`src/rtl/mem_ctrl_pkg.sv`:
```
// Shared types and helpers for the parity-RAM request controller.
// Holds the FSM state encoding, default bus widths and the parity rule.
package mem_ctrl_pkg;

   localparam int ADDR_W_DEF = 16;
   localparam int DATA_W_DEF = 8;

   typedef enum logic [2:0] {
      IDLE,
      WR,
      RD,
      WAIT,
      RSP
   } mem_ctrl_state_e;

   // Even-XOR parity: a stored word {calc_par(d), d} is clean.
   function automatic logic calc_par(input logic [DATA_W_DEF-1:0] data);
      return ^data;
   endfunction

endpackage

```
`src/rtl/mem_req_ctrl.sv`:
```
// Sequences single-beat read/write requests into the parity RAM; a read response appears 1+RD_LAT cycles after accept.
// One request in flight: req_ready is low until a write retires or a read response is taken.
module mem_req_ctrl
   import mem_ctrl_pkg::*;
#(
   parameter int ADDR_W    = ADDR_W_DEF,
   parameter int DATA_W    = DATA_W_DEF,
   parameter int RD_LAT    = 1,
   parameter int ERR_CNT_W = 8
) (
   input  logic                 clk,
   input  logic                 rst,
   input  logic                 req_valid,
   output logic                 req_ready,
   input  logic                 req_write,
   input  logic [ADDR_W-1:0]    req_addr,
   input  logic [DATA_W-1:0]    req_wdata,
   output logic                 rsp_valid,
   input  logic                 rsp_ready,
   output logic [DATA_W-1:0]    rsp_data,
   output logic [ADDR_W-1:0]    rsp_addr,
   output logic                 rsp_perr,
   output logic                 mem_write,
   output logic                 mem_read,
   output logic [ADDR_W-1:0]    mem_addr,
   output logic [DATA_W-1:0]    mem_din,
   input  logic [DATA_W:0]      mem_dout,
   output logic [ERR_CNT_W-1:0] err_count
);

   localparam int CNT_W = 3;

   mem_ctrl_state_e  state_q, state_d;
   logic [CNT_W-1:0] lat_cnt;
   logic             accept;
   logic             capture;
   logic             rd_perr;

   assign req_ready = (state_q == IDLE);
   assign accept    = req_valid && req_ready;
   assign capture   = (state_q == WAIT) && (lat_cnt == '0);
   assign rd_perr   = (^mem_dout[DATA_W-1:0]) != mem_dout[DATA_W];

   always_comb begin
      state_d = state_q;
      case (state_q)
         IDLE:    if (accept) state_d = req_write ? WR : RD;
         WR:      state_d = IDLE;
         RD:      state_d = WAIT;
         WAIT:    if (lat_cnt == '0) state_d = RSP;
         RSP:     if (rsp_ready) state_d = IDLE;
         default: state_d = IDLE;
      endcase
   end

   always_ff @(posedge clk or posedge rst) begin
      if (rst) state_q <= IDLE;
      else     state_q <= state_d;
   end

   // Strobes are derived from accept, which only fires in IDLE, so each lasts one cycle.
   always_ff @(posedge clk or posedge rst) begin
      if (rst) begin
         mem_write <= 1'b0;
         mem_read  <= 1'b0;
         mem_addr  <= '0;
         mem_din   <= '0;
         lat_cnt   <= '0;
      end else begin
         mem_write <= accept && req_write;
         mem_read  <= accept && !req_write;
         if (accept) begin
            mem_addr <= req_addr;
            if (req_write) mem_din <= req_wdata;
         end
         if (state_q == RD)
            lat_cnt <= CNT_W'(RD_LAT - 1);
         else if ((state_q == WAIT) && (lat_cnt != '0))
            lat_cnt <= lat_cnt - CNT_W'(1);
      end
   end

   always_ff @(posedge clk or posedge rst) begin
      if (rst) begin
         rsp_valid <= 1'b0;
         rsp_data  <= '0;
         rsp_addr  <= '0;
         rsp_perr  <= 1'b0;
         err_count <= '0;
      end else begin
         if (capture) begin
            rsp_valid <= 1'b1;
            rsp_data  <= mem_dout[DATA_W-1:0];
            rsp_addr  <= mem_addr;
            rsp_perr  <= rd_perr;
            if (rd_perr && (err_count != '1))
               err_count <= err_count + ERR_CNT_W'(1);
         end else if ((state_q == RSP) && rsp_ready) begin
            rsp_valid <= 1'b0;
         end
      end
   end

endmodule

```
`config.mk`:
```
export PLATFORM = sky130hd
export DESIGN_NAME = mem_req_ctrl
export DESIGN_NICKNAME = d
export VERILOG_FILES = /design/src/rtl/mem_ctrl_pkg.sv /design/src/rtl/mem_req_ctrl.sv
export SDC_FILE = /design/constraint.sdc
export NUM_CORES = 1
export LEC_CHECK = 0
export BUFFER_PORTS_ARGS = -buffer_cell sky130_fd_sc_hd__buf_2
export CAP_MARGIN = 20
export CELL_PAD_IN_SITES_DETAIL_PLACEMENT = 0
export CELL_PAD_IN_SITES_GLOBAL_PLACEMENT = 1
export CORE_ASPECT_RATIO = 0.5
export CORE_MARGIN = 5
export CORE_UTILIZATION = 37
export CTS_CLUSTER_SIZE = 25
export DETAILED_ROUTE_END_ITERATION = 10
export PLACE_DENSITY_LB_ADDON = 0.1
export SLEW_MARGIN = 20
export SYNTH_ARGS = -nofsm -noshare
export SYNTH_HDL_FRONTEND = slang
export SYNTH_SLANG_ARGS = --single-unit
export TNS_END_PERCENT = 1
```
`constraint.sdc`:
```
create_clock -name clk -period 2.4 [get_ports clk]
set_input_delay 0 -clock clk [delete_from_list [all_inputs] [get_ports clk]]
set_output_delay 0 -clock clk [all_outputs]
set_load 0.01 [all_outputs]
```
==> results.yml, run 1 <==
outcome:
  run_status: "finished clean"
routing:
  number_of_vias_in_the_routed_layout: 2266
  routed_wirelength_um: 6630
  drcViolationCount: 0
  post_drt_via_cell_ratio: 4.58
  detail-route-antenna-nets: 0
  wire_per_inst_um: 13.4
  drt_first_iter_violations: 98
  firstDrtPassIters: 4
critical_path:
  critical_path.startpoint_type: "flip-flop"
  critical_path_peak_fanout: 7
  r2r.worst_path.cells: 5
  end_kind: "flip-flop"
  critical_path.reg2reg.endpoint: "err_count[1]"
  cp-endpoint: "err_count[1]"
  timing.rr.start: "err_count[0]"
  regToRegSetupSlack_ns: 0.49
  critPathLaunch: "err_count[0]"
  criticalPathCategory: "reg2reg"
  critical_path_arrival_ns: 2.11
  crit_required_ns: 2.60
logic_synthesis:
  netlist.top_cell.by_area: "sky130_fd_sc_hd__dfrtp_1"
  mappedNetlistArea_mm2: 0.00280
  yosys.cell_count.top_type: "sky130_fd_sc_hd__nand2_1"
  synth_enable_flop_cells: 0
  async_flop_share_pct: 100
  sequential_share_of_the_synthesized_area_pct: 59.1
  synth_warnings: 0
  synth_common_cells: "83 x sky130_fd_sc_hd__nand2_1, 66 x sky130_fd_sc_hd__dfrtp_1, 24 x sky130_fd_sc_hd__mux2_2"
  netlist.area_leader.share_pct: 59.1
  synth_nets: 291
  ys_types: 35
  synth_area_per_cell_um2: 11.2
  synthCells: 250
  ys_dominant_reg_cell: "sky130_fd_sc_hd__dfrtp_1"
  ys_seq_elements: 66
  synth.area.top_cells: "sky130_fd_sc_hd__dfrtp_1 59%, sky130_fd_sc_hd__nand2_1 11%, sky130_fd_sc_hd__mux2_2 9.7%, sky130_fd_sc_hd__xor2_1 2.2%, sky130_fd_sc_hd__ha_1 1.3%"
final_layout:
  inserted_diodes: 0
  drive_above_1_share_pct: 38.1
  finalInstanceArea_mm2: 0.00408
  final_core_utilization_pct: 55.4
  area.growth.synth_to_final_pct: 45.8
  nNetsFinal: 435
global_route:
  grt_overflow_total: 0
  grt_usage_pct: 15.2
  grt_pass1_wl_um: 11400
  grt_max_degree: 29
  antenna_found_initial: 0
  via_count_of_the_first_global_routing_pass: 2346
power:
  worst_ir_drop_vdd_mv: 0.711
  leakagePower_nw: 2.07
  total_power_mw: 4.95
  powerDensity_mw_per_mm2: 1220
timing:
  timing.clock.skew_ns: 0.00520
  period_share_pct: 79.6
  timing.setup.tns_ns: 0
  worst-slew-pin-transition_ns: 0.596
  slew_violations: 0
  final-setup-viol-count: 0
  timing_hold_violations_final: 0
  max_clock_freq_mhz: 524
  rsz0062_at_grt: "no"
  slew-limit-headroom_pct: 60.2
  final_period_minus_worst_setup_slack_ns: 1.91
  hold_slack_ns: 0.304
clocking:
  htree_num_levels: 3
  clk-insertion-delay-late_ns: 0.32
  tritoncts: "built"
  clock_tree.root_cell: "sky130_fd_sc_hd__clkbuf_16"
  clkSlewWorstSetupHoldPaths_ns: 0.05
  cts_made_buffers: 9
  cts.sinks: 66
  cts_buffer_depth: 2
  post_cts_resized: 0
floorplan:
  die_w_um: 133
  design.core.area_mm2: 0.00735
  initial_core_utilization_pct: 38.0
  top_level_ports: 99
  dieHeight_um: 71.5
  floorplan.die_area_mm2: 0.00950
  floorplan.rows: 22
placement:
  detailed_place.area_mm2: 0.00343
  hpwlAfterDp_um: 4730
  placement.io_buffers: 98
  place.gp.congestion: 0.770
worst_hold_path:
  timing.hold.worst.class: "in2async"
flow_run:
  maxCapViolations: 0
## how the worst min path moves through the flow
stage               slack [ns]      start     endpoint
floorplan                 0.07  req_write     mem_read
global placement          0.11        rst  rsp_addr[1]
detailed placement        0.10        rst   state_q[1]
CTS                       0.30        rst   state_q[1]
global route              0.38        rst   state_q[0]
finish                    0.30        rst   state_q[1]
## layer usage
layer	up-vias	part of all wire, %	wire [µm]	GRT usage (%)
met4	0	0.44	29	4.49
met1	1086	45	2950	18.0
li1	1108	-	-	-
met2	68	47	3130	24.7
met5	-	0	0	0
met3	4	7.8	518	7.50
## cell usage in the layout, fill, tap and decap left out, drive strengths merged, types with 3 or more instances in the layout
cell / instances
o21ai: 7
mux2: 25
nand2: 83
xnor2: 3
clkinv: 4
inv: 7
nor2: 7
nand3: 5
dlygate4sd3: 36
xor2: 7
ha: 3
buf: 105
nor3: 4
nor2b: 3
dfrtp: 66
clkbuf: 10
## state kept, by name, summed over array words and instances, names as in the netlist
name / flops
rsp_valid: 1
mem_write: 1
err_count: 8
lat_cnt: 3
mem_read: 1
mem_addr: 16
rsp_perr: 1
rsp_addr: 16
state_q: 3
rsp_data: 8
mem_din: 8
## stage by stage
| stage | cells | worst slack, ns |
|---|---|---|
| finish | 495 | 0.490 |
| global route | 495 | 0.354 |
| CTS | 495 | 0.484 |
| detailed placement | 443 | 0.488 |
| global placement | 443 | 0.532 |
| floorplan | 250 | 0.510 |
## what timing repair did
item / 4_1_cts / 5_1_grt
setup buffers: 0 / 0
hold buffers: 36 / 0
hold endpoints to repair: 62 / 0
## worst max-delay path: stages (launching register included)
cell                        delay, ns
sky130_fd_sc_hd__dfrtp_1         0.41
sky130_fd_sc_hd__ha_1            0.27
sky130_fd_sc_hd__and3_1          0.23
sky130_fd_sc_hd__a2111oi_4       0.39
sky130_fd_sc_hd__mux2i_4         0.17
sky130_fd_sc_hd__mux2_1          0.33
## kinds of logic after synthesis
| group | Yosys count | synth area share (%) |
|---|---|---|
| mux | 26 | 10.9 |
| buf+inv | 15 | 2.10 |
| simple gates | 113 | 17.5 |
| xor+xnor | 12 | 4.83 |
| compound gates | 15 | 4.21 |
| flops | 66 | 59.1 |
| fa+ha+maj | 3 | 1.34 |
## report_power, final
group          internal (mW)  switching (mW)  leakage (nW)
clock network          0.795           0.447         0.142
logic                  0.842           0.916          1.11
registers               1.61           0.347         0.812
total                   3.25            1.71          2.07
## layout make-up
type	instances	area [µm²]
Fill cell	660	3270
Clock inverter	6	57.6
Inverter	7	26.3
Sequential cell	66	1650
Clock buffer	10	229
Tap cell	96	120
Timing Repair Buffer	141	903
Multi-Input combinational cell	169	1090
Note: power is estimated with default switching activity, not from simulation.
==> run 2, diff against run 1 <==
Settings changed: ABC_AREA from default to 1.
Clock period 2.4 ns to 1.8 ns, I/O delays scaled along.
==> results.yml, run 2 <==
final_layout:
  sequential_cell_area_mm2: 0.00165
  mostFrequentLayoutCell: "sky130_fd_sc_hd__buf_2"
  finalInstanceArea_mm2: 0.00423
  drive_above_1_share_pct: 32.8
  inserted_diodes: 0
  nNetsFinal: 487
  most-common-layout-cells: "98 x sky130_fd_sc_hd__buf_2, 77 x sky130_fd_sc_hd__nand2_1, 66 x sky130_fd_sc_hd__dfrtp_1"
  area.growth.synth_to_final_pct: 45.2
  reg.largest.list: "mem_addr (16), rsp_addr (16)"
  multi_input_area_mm2: 0.00107
  final.fill_count: 702
timing:
  timing.clock.skew_ns: 0.00674
  worst-slew-pin-transition_ns: 0.378
  slew_violations: 0
  timing_hold_violations_final: 0
  period_share_pct: 89.0
  max_clock_freq_mhz: 625
  final-setup-viol-count: 0
  timing.setup.tns_ns: 0
  rsz0062_at_grt: "no"
  fin_ws_ns: 0.199
  final_period_minus_worst_setup_slack_ns: 1.60
  slew-limit-headroom_pct: 74.5
worst_hold_path:
  min_to: "rsp_perr"
  worst_hold_path.num_cells: 6
  hold_path.startpoint: "mem_dout[8]"
  timing.hold.worst.class: "in2reg"
global_route:
  grt_usage_pct: 14.8
  grt_use_met1_pct: 17.4
  grt_overflow_total: 0
  globalRouteMet3Util_pct: 6.75
  grt_most_used_layer: "met2"
  grt_max_degree: 67
  via_count_of_the_first_global_routing_pass: 2462
  antenna_found_initial: 0
  grt_use_met2_pct: 24.8
  grt_pass1_wl_um: 11500
logic_synthesis:
  mappedNetlistArea_mm2: 0.00291
  synth_warnings: 0
  synthCells: 303
  synth_common_cells: "77 x sky130_fd_sc_hd__nand2_1, 66 x sky130_fd_sc_hd__dfrtp_1, 33 x sky130_fd_sc_hd__inv_1"
  synth_nets: 344
  async_flop_share_pct: 100
  ys_dominant_reg_cell: "sky130_fd_sc_hd__dfrtp_1"
  netlist.area_leader.share_pct: 56.8
  yosys.cell_count.top_type: "sky130_fd_sc_hd__nand2_1"
  sequential_share_of_the_synthesized_area_pct: 56.8
  netlist.top_cell.by_area: "sky130_fd_sc_hd__dfrtp_1"
  synth_enable_flop_cells: 0
  ys_seq_elements: 66
  ys_types: 25
  synth.area.top_cells: "sky130_fd_sc_hd__dfrtp_1 57%, sky130_fd_sc_hd__nand2_1 9.9%, sky130_fd_sc_hd__inv_1 4.3%, sky130_fd_sc_hd__nand3_1 3.6%, sky130_fd_sc_hd__mux2_2 3.5%"
  synth_area_per_cell_um2: 9.60
critical_path:
  criticalPathCategory: "reg2reg"
  r2r.worst_path.cells: 8
  timing.rr.start: "lat_cnt[0]"
  critical_path_peak_fanout: 37
  critPathLaunch: "lat_cnt[0]"
  critical_path.startpoint_type: "flip-flop"
  end_kind: "flip-flop"
  crit_required_ns: 2.01
  regToRegSetupSlack_ns: 0.20
  critical_path_arrival_ns: 1.81
  critical_path.reg2reg.endpoint: "rsp_addr[6]"
placement:
  detailed_place.area_mm2: 0.00354
  place_worst_setup_slack_ns: 0.187
  place.gp.congestion: 0.751
  hpwlAfterDp_um: 4700
  placement.io_buffers: 98
power:
  clockPowerShare_pct: 27.9
  powerDensity_mw_per_mm2: 1570
  psw_mw: 2.29
  p_sw_share_pct: 34.4
  worst_ir_drop_vdd_mv: 0.859
  cell_internal_pwr_mw: 4.36
  p_seq_share_pct: 37.2
  leakagePower_nw: 2.23
  p_comb_share_pct: 34.8
routing:
  post_drt_via_cell_ratio: 4.33
  detail-route-antenna-nets: 0
  drcViolationCount: 0
  drt_first_iter_violations: 119
  wire_per_inst_um: 12.2
  routed_wirelength_um: 6810
  firstDrtPassIters: 4
  number_of_vias_in_the_routed_layout: 2423
floorplan:
  dieHeight_um: 72.7
  top_level_ports: 99
  floorplan.rows: 22
  die_w_um: 135
  initial_core_utilization_pct: 38.9
  design.core.area_mm2: 0.00749
  floorplan.die_area_mm2: 0.00984
flow_run:
  maxCapViolations: 0
outcome:
  run_status: "finished clean"
clocking:
  clkSlewWorstSetupHoldPaths_ns: 0.05
  cts.sinks: 66
  cts_made_buffers: 9
  cts_buffer_depth: 2
  htree_num_levels: 3
  post_cts_resized: 0
  tritoncts: "built"
  clk-insertion-delay-late_ns: 0.33
  clock_tree.root_cell: "sky130_fd_sc_hd__clkbuf_16"
==> run 2: changes by cell type after synthesis, moves of 3 or more <==
cell,before,now
sky130_fd_sc_hd__nand3_1,5,21
sky130_fd_sc_hd__nor2b_1,3,0
sky130_fd_sc_hd__nand2_1,83,77
sky130_fd_sc_hd__inv_1,7,33
sky130_fd_sc_hd__buf_6,0,4
sky130_fd_sc_hd__o21ai_1,0,10
sky130_fd_sc_hd__xor2_1,7,4
sky130_fd_sc_hd__o21ai_2,0,11
sky130_fd_sc_hd__mux2_2,24,9
sky130_fd_sc_hd__a21oi_1,2,18
sky130_fd_sc_hd__o21ai_0,7,3
sky130_fd_sc_hd__nor2_1,7,23
==> run 2: cell families (layout without fill, tap and decap cells) <==
logic type / after synthesis / count (layout) / synth area share, %
buf+inv: 42 / 190 / 6.45
fa+ha+maj: 3 / 3 / 1.29
flops: 66 / 66 / 56.8
simple gates: 129 / 129 / 19.8
compound gates: 45 / 45 / 9.46
xor+xnor: 9 / 9 / 2.71
mux: 9 / 9 / 3.48
==> run 2: final cells by class <==
class | count | share of cell area [%]
clock inverter | 5 | 1.84
clock buffer | 11 | 5.74
sequential | 66 | 39.1
inverter | 34 | 3.02
tap | 108 | 3.20
timing repair buffer | 140 | 21.8
multi-input combinational | 195 | 25.3
==> run 2: worst max-delay path by stage <==
stage	cells past startpoint	to	slack, ns
floorplan	1	err_count[0]	0.15
global placement	7	err_count[1]	0.21
detailed placement	7	err_count[1]	0.19
CTS	7	err_count[1]	0.17
global route	8	rsp_data[1]	0.06
finish	8	rsp_addr[6]	0.20
==> run 2: per-layer routing <==
layer | vias to the layer above | routed length (µm)
li1 | 1256 | -
met1 | 1098 | 3010
met2 | 65 | 3260
met3 | 4 | 519
met4 | 0 | 24
met5 | - | 0
==> run 2: what timing repair did <==
action / CTS / global route
hold endpoints to repair: 103 / 0
buffers inserted: 0 / 1
setup endpoints to repair: 0 / 2
hold buffers: 36 / 0
==> run 2: power by group through the flow <==
stage / Clock (mW) / Sequential, mW / Combinational (mW)
after floorplan: 0 / 2.75 / 1.11
after global placement: 0 / 2.47 / 2.25
after detailed placement: 0 / 2.50 / 2.30
after CTS: 1.92 / 2.49 / 2.37
after global routing: 1.98 / 2.57 / 2.59
final: 1.86 / 2.47 / 2.31
==> run 2: worst max-delay path, stage by stage, from the launching register on <==
cell and delay, ns:
sky130_fd_sc_hd__dfrtp_1 0.38, sky130_fd_sc_hd__inv_1 0.08, sky130_fd_sc_hd__ha_1 0.14, sky130_fd_sc_hd__inv_1 0.06, sky130_fd_sc_hd__nor3_4 0.27, sky130_fd_sc_hd__inv_2 0.18
sky130_fd_sc_hd__buf_12 0.21, sky130_fd_sc_hd__nand2_1 0.07, sky130_fd_sc_hd__o21ai_1 0.07
==> run 2: metrics by stage <==
| step | hold slack (ns) | std cells | util, % | power, mW |
|---|---|---|---|---|
| 3_5_place_dp | 0.103 | 506 | 47.2 | 4.80 |
| 3_3_place_gp | 0.0964 | 506 | 47.2 | 4.73 |
| 2_1_floorplan | 0.0664 | 303 | - | 3.87 |
| 6_report | 0.264 | 559 | 56.4 | 6.64 |
| 4_1_cts | 0.250 | 558 | 56.3 | 6.78 |
| 5_1_grt | 0.341 | 559 | 56.4 | 7.14 |
==> run 3, diff against run 2 <==
==> constraint.sdc (replaced) <==
create_clock -name clk -period 1.8 [get_ports clk]
set_input_delay 0.45 -clock clk [delete_from_list [all_inputs] [get_ports clk]]
set_output_delay 0.45 -clock clk [all_outputs]
set_load 0.01 [all_outputs]
==> results.yml, run 3 (synthesized netlist as in run 2, its figures left out) <==
power:
  leakagePower_nw: 2.07
  worst_ir_drop_vdd_mv: 0.937
  powerDensity_mw_per_mm2: 1680
timing:
  worst-slew-pin-transition_ns: 0.401
  final_period_minus_worst_setup_slack_ns: 1.66
  timing.clock.skew_ns: 0.00477
  slew-limit-headroom_pct: 72.9
  period_share_pct: 92.1
  timing_hold_violations_final: 0
  final-setup-viol-count: 0
  max_clock_freq_mhz: 603
  rsz0062_at_grt: "no"
  slew_violations: 0
  timing.setup.tns_ns: 0
clocking:
  clock_tree.root_cell: "sky130_fd_sc_hd__clkbuf_16"
  cts.sinks: 66
  tritoncts: "built"
  clk-insertion-delay-late_ns: 0.33
  clkSlewWorstSetupHoldPaths_ns: 0.05
  cts_buffer_depth: 2
  post_cts_resized: 0
  cts_made_buffers: 9
  htree_num_levels: 3
routing:
  wire_per_inst_um: 12.5
  drt_first_iter_violations: 115
  number_of_vias_in_the_routed_layout: 2341
  firstDrtPassIters: 4
  routed_wirelength_um: 6510
  drcViolationCount: 0
  detail-route-antenna-nets: 0
  post_drt_via_cell_ratio: 4.48
critical_path:
  cp_max_stage_delay_ns: 0.45
  criticalPathCategory: "reg2out"
  critical_path.startpoint_type: "flip-flop"
  end_kind: "output pin"
  slowest_stage: "sky130_fd_sc_hd__dfrtp_1"
  critical_path_peak_fanout: 5
  cp_cell_sequence: "nor3_4 -> buf_2"
  critical_path_arrival_ns: 1.21
  crit_required_ns: 1.35
floorplan:
  design.core.area_mm2: 0.00749
  floorplan.rows: 22
  die_w_um: 135
  dieHeight_um: 72.7
  floorplan.die_area_mm2: 0.00984
  initial_core_utilization_pct: 38.9
  top_level_ports: 99
final_layout:
  area.growth.synth_to_final_pct: 32.6
  mostFrequentLayoutCell: "sky130_fd_sc_hd__buf_2"
  drive_above_1_share_pct: 35.3
  finalInstanceArea_mm2: 0.00386
  inserted_diodes: 0
  most-common-layout-cells: "98 x sky130_fd_sc_hd__buf_2, 77 x sky130_fd_sc_hd__nand2_1, 66 x sky130_fd_sc_hd__dfrtp_1"
  reg.largest.list: "mem_addr (16), rsp_addr (16)"
  nNetsFinal: 451
global_route:
  grt_pass1_wl_um: 10800
  grt_overflow_total: 0
  grt_max_degree: 64
  via_count_of_the_first_global_routing_pass: 2307
  antenna_found_initial: 0
  grt_usage_pct: 14.1
placement:
  place.gp.congestion: 0.765
  detailed_place.area_mm2: 0.00353
  placement.io_buffers: 98
  hpwlAfterDp_um: 4740
outcome:
  run_status: "finished clean"
worst_hold_path:
  timing.hold.worst.class: "in2reg"
flow_run:
  maxCapViolations: 0
run 3: cell types whose count changed in the layout (fill, tap and decap cells not counted), sizes merged:
cell | before | now
dlygate4sd3 | 36 | 1
buf | 104 | 103
inv | 34 | 33
clkinv | 2 | 1
bufinv | 2 | 1
clkbuf | 11 | 13
run 3: layer usage:
| metal | GRT usage (%) | wire length [µm] |
|---|---|---|
| met3 | 7.78 | 563 |
| met4 | 3.91 | 23 |
| met2 | 23.0 | 3130 |
| met1 | 16.3 | 2790 |
| met5 | 0 | 0 |
run 3: report_power, final:
group          total [mW]  switching, mW  leakage [nW]  internal (mW)
Sequential           2.47          0.368         0.804           2.11
Combinational        2.25           1.29          1.12          0.955
Clock                1.76          0.585         0.152           1.17
Total                6.48           2.25          2.07           4.23
run 3: final cells by class:
| type | count | area [µm²] |
|---|---|---|
| fillers | 742 | 3630 |
| flip-flops and latches | 66 | 1650 |
| multi-input cells | 195 | 1070 |
| repair buffers | 104 | 563 |
| clock buffers | 13 | 270 |
| well taps | 108 | 135 |
| inverters | 34 | 131 |
| clock inverters | 2 | 35.0 |
run 3: final timing paths:
check / from / to / slack, ns / depth (start not counted)
setup / recovery: state_q[1] / req_ready / 0.14 / 2
hold / removal: req_write / mem_read / 0.32 / 2
setup reg to reg: lat_cnt[0] / rsp_addr[7] / 0.15 / 8
hold reg to reg: rsp_data[7] / rsp_data[7] / 0.47 / 2
max in group asynchronous: rst / rsp_data[3] / 0.70 / 4
min in group asynchronous: rst / mem_din[4] / 0.57 / 3
run 3: per-stage QoR:
step | cells | total power, mW | setup slack [ns] | hold WS (ns) | utilization (%)
after floorplan | 303 | 3.87 | 0.284 | 0.453 | -
after global placement | 505 | 4.72 | 0.185 | 0.344 | 47.2
after detailed placement | 505 | 4.80 | 0.0798 | 0.352 | 47.2
after CTS | 521 | 6.61 | 0.0737 | 0.305 | 51.4
after global routing | 522 | 6.97 | 0.00404 | 0.318 | 51.5
final | 522 | 6.48 | 0.143 | 0.323 | 51.5
run 3: critical path, delay by kind of cell, from the launching register on:
kind,cells,cell delay [ns]
flops,1,0.45
simple gates,1,0.26
buf+inv,1,0.17
run 3: timing repair:
| item | in CTS | in global routing |
|---|---|---|
| endpoints found under the setup margin | 0 | 8 |
| hold buffers | 1 | 0 |
| endpoints found under the hold margin | 1 | 0 |
| setup buffers | 0 | 1 |
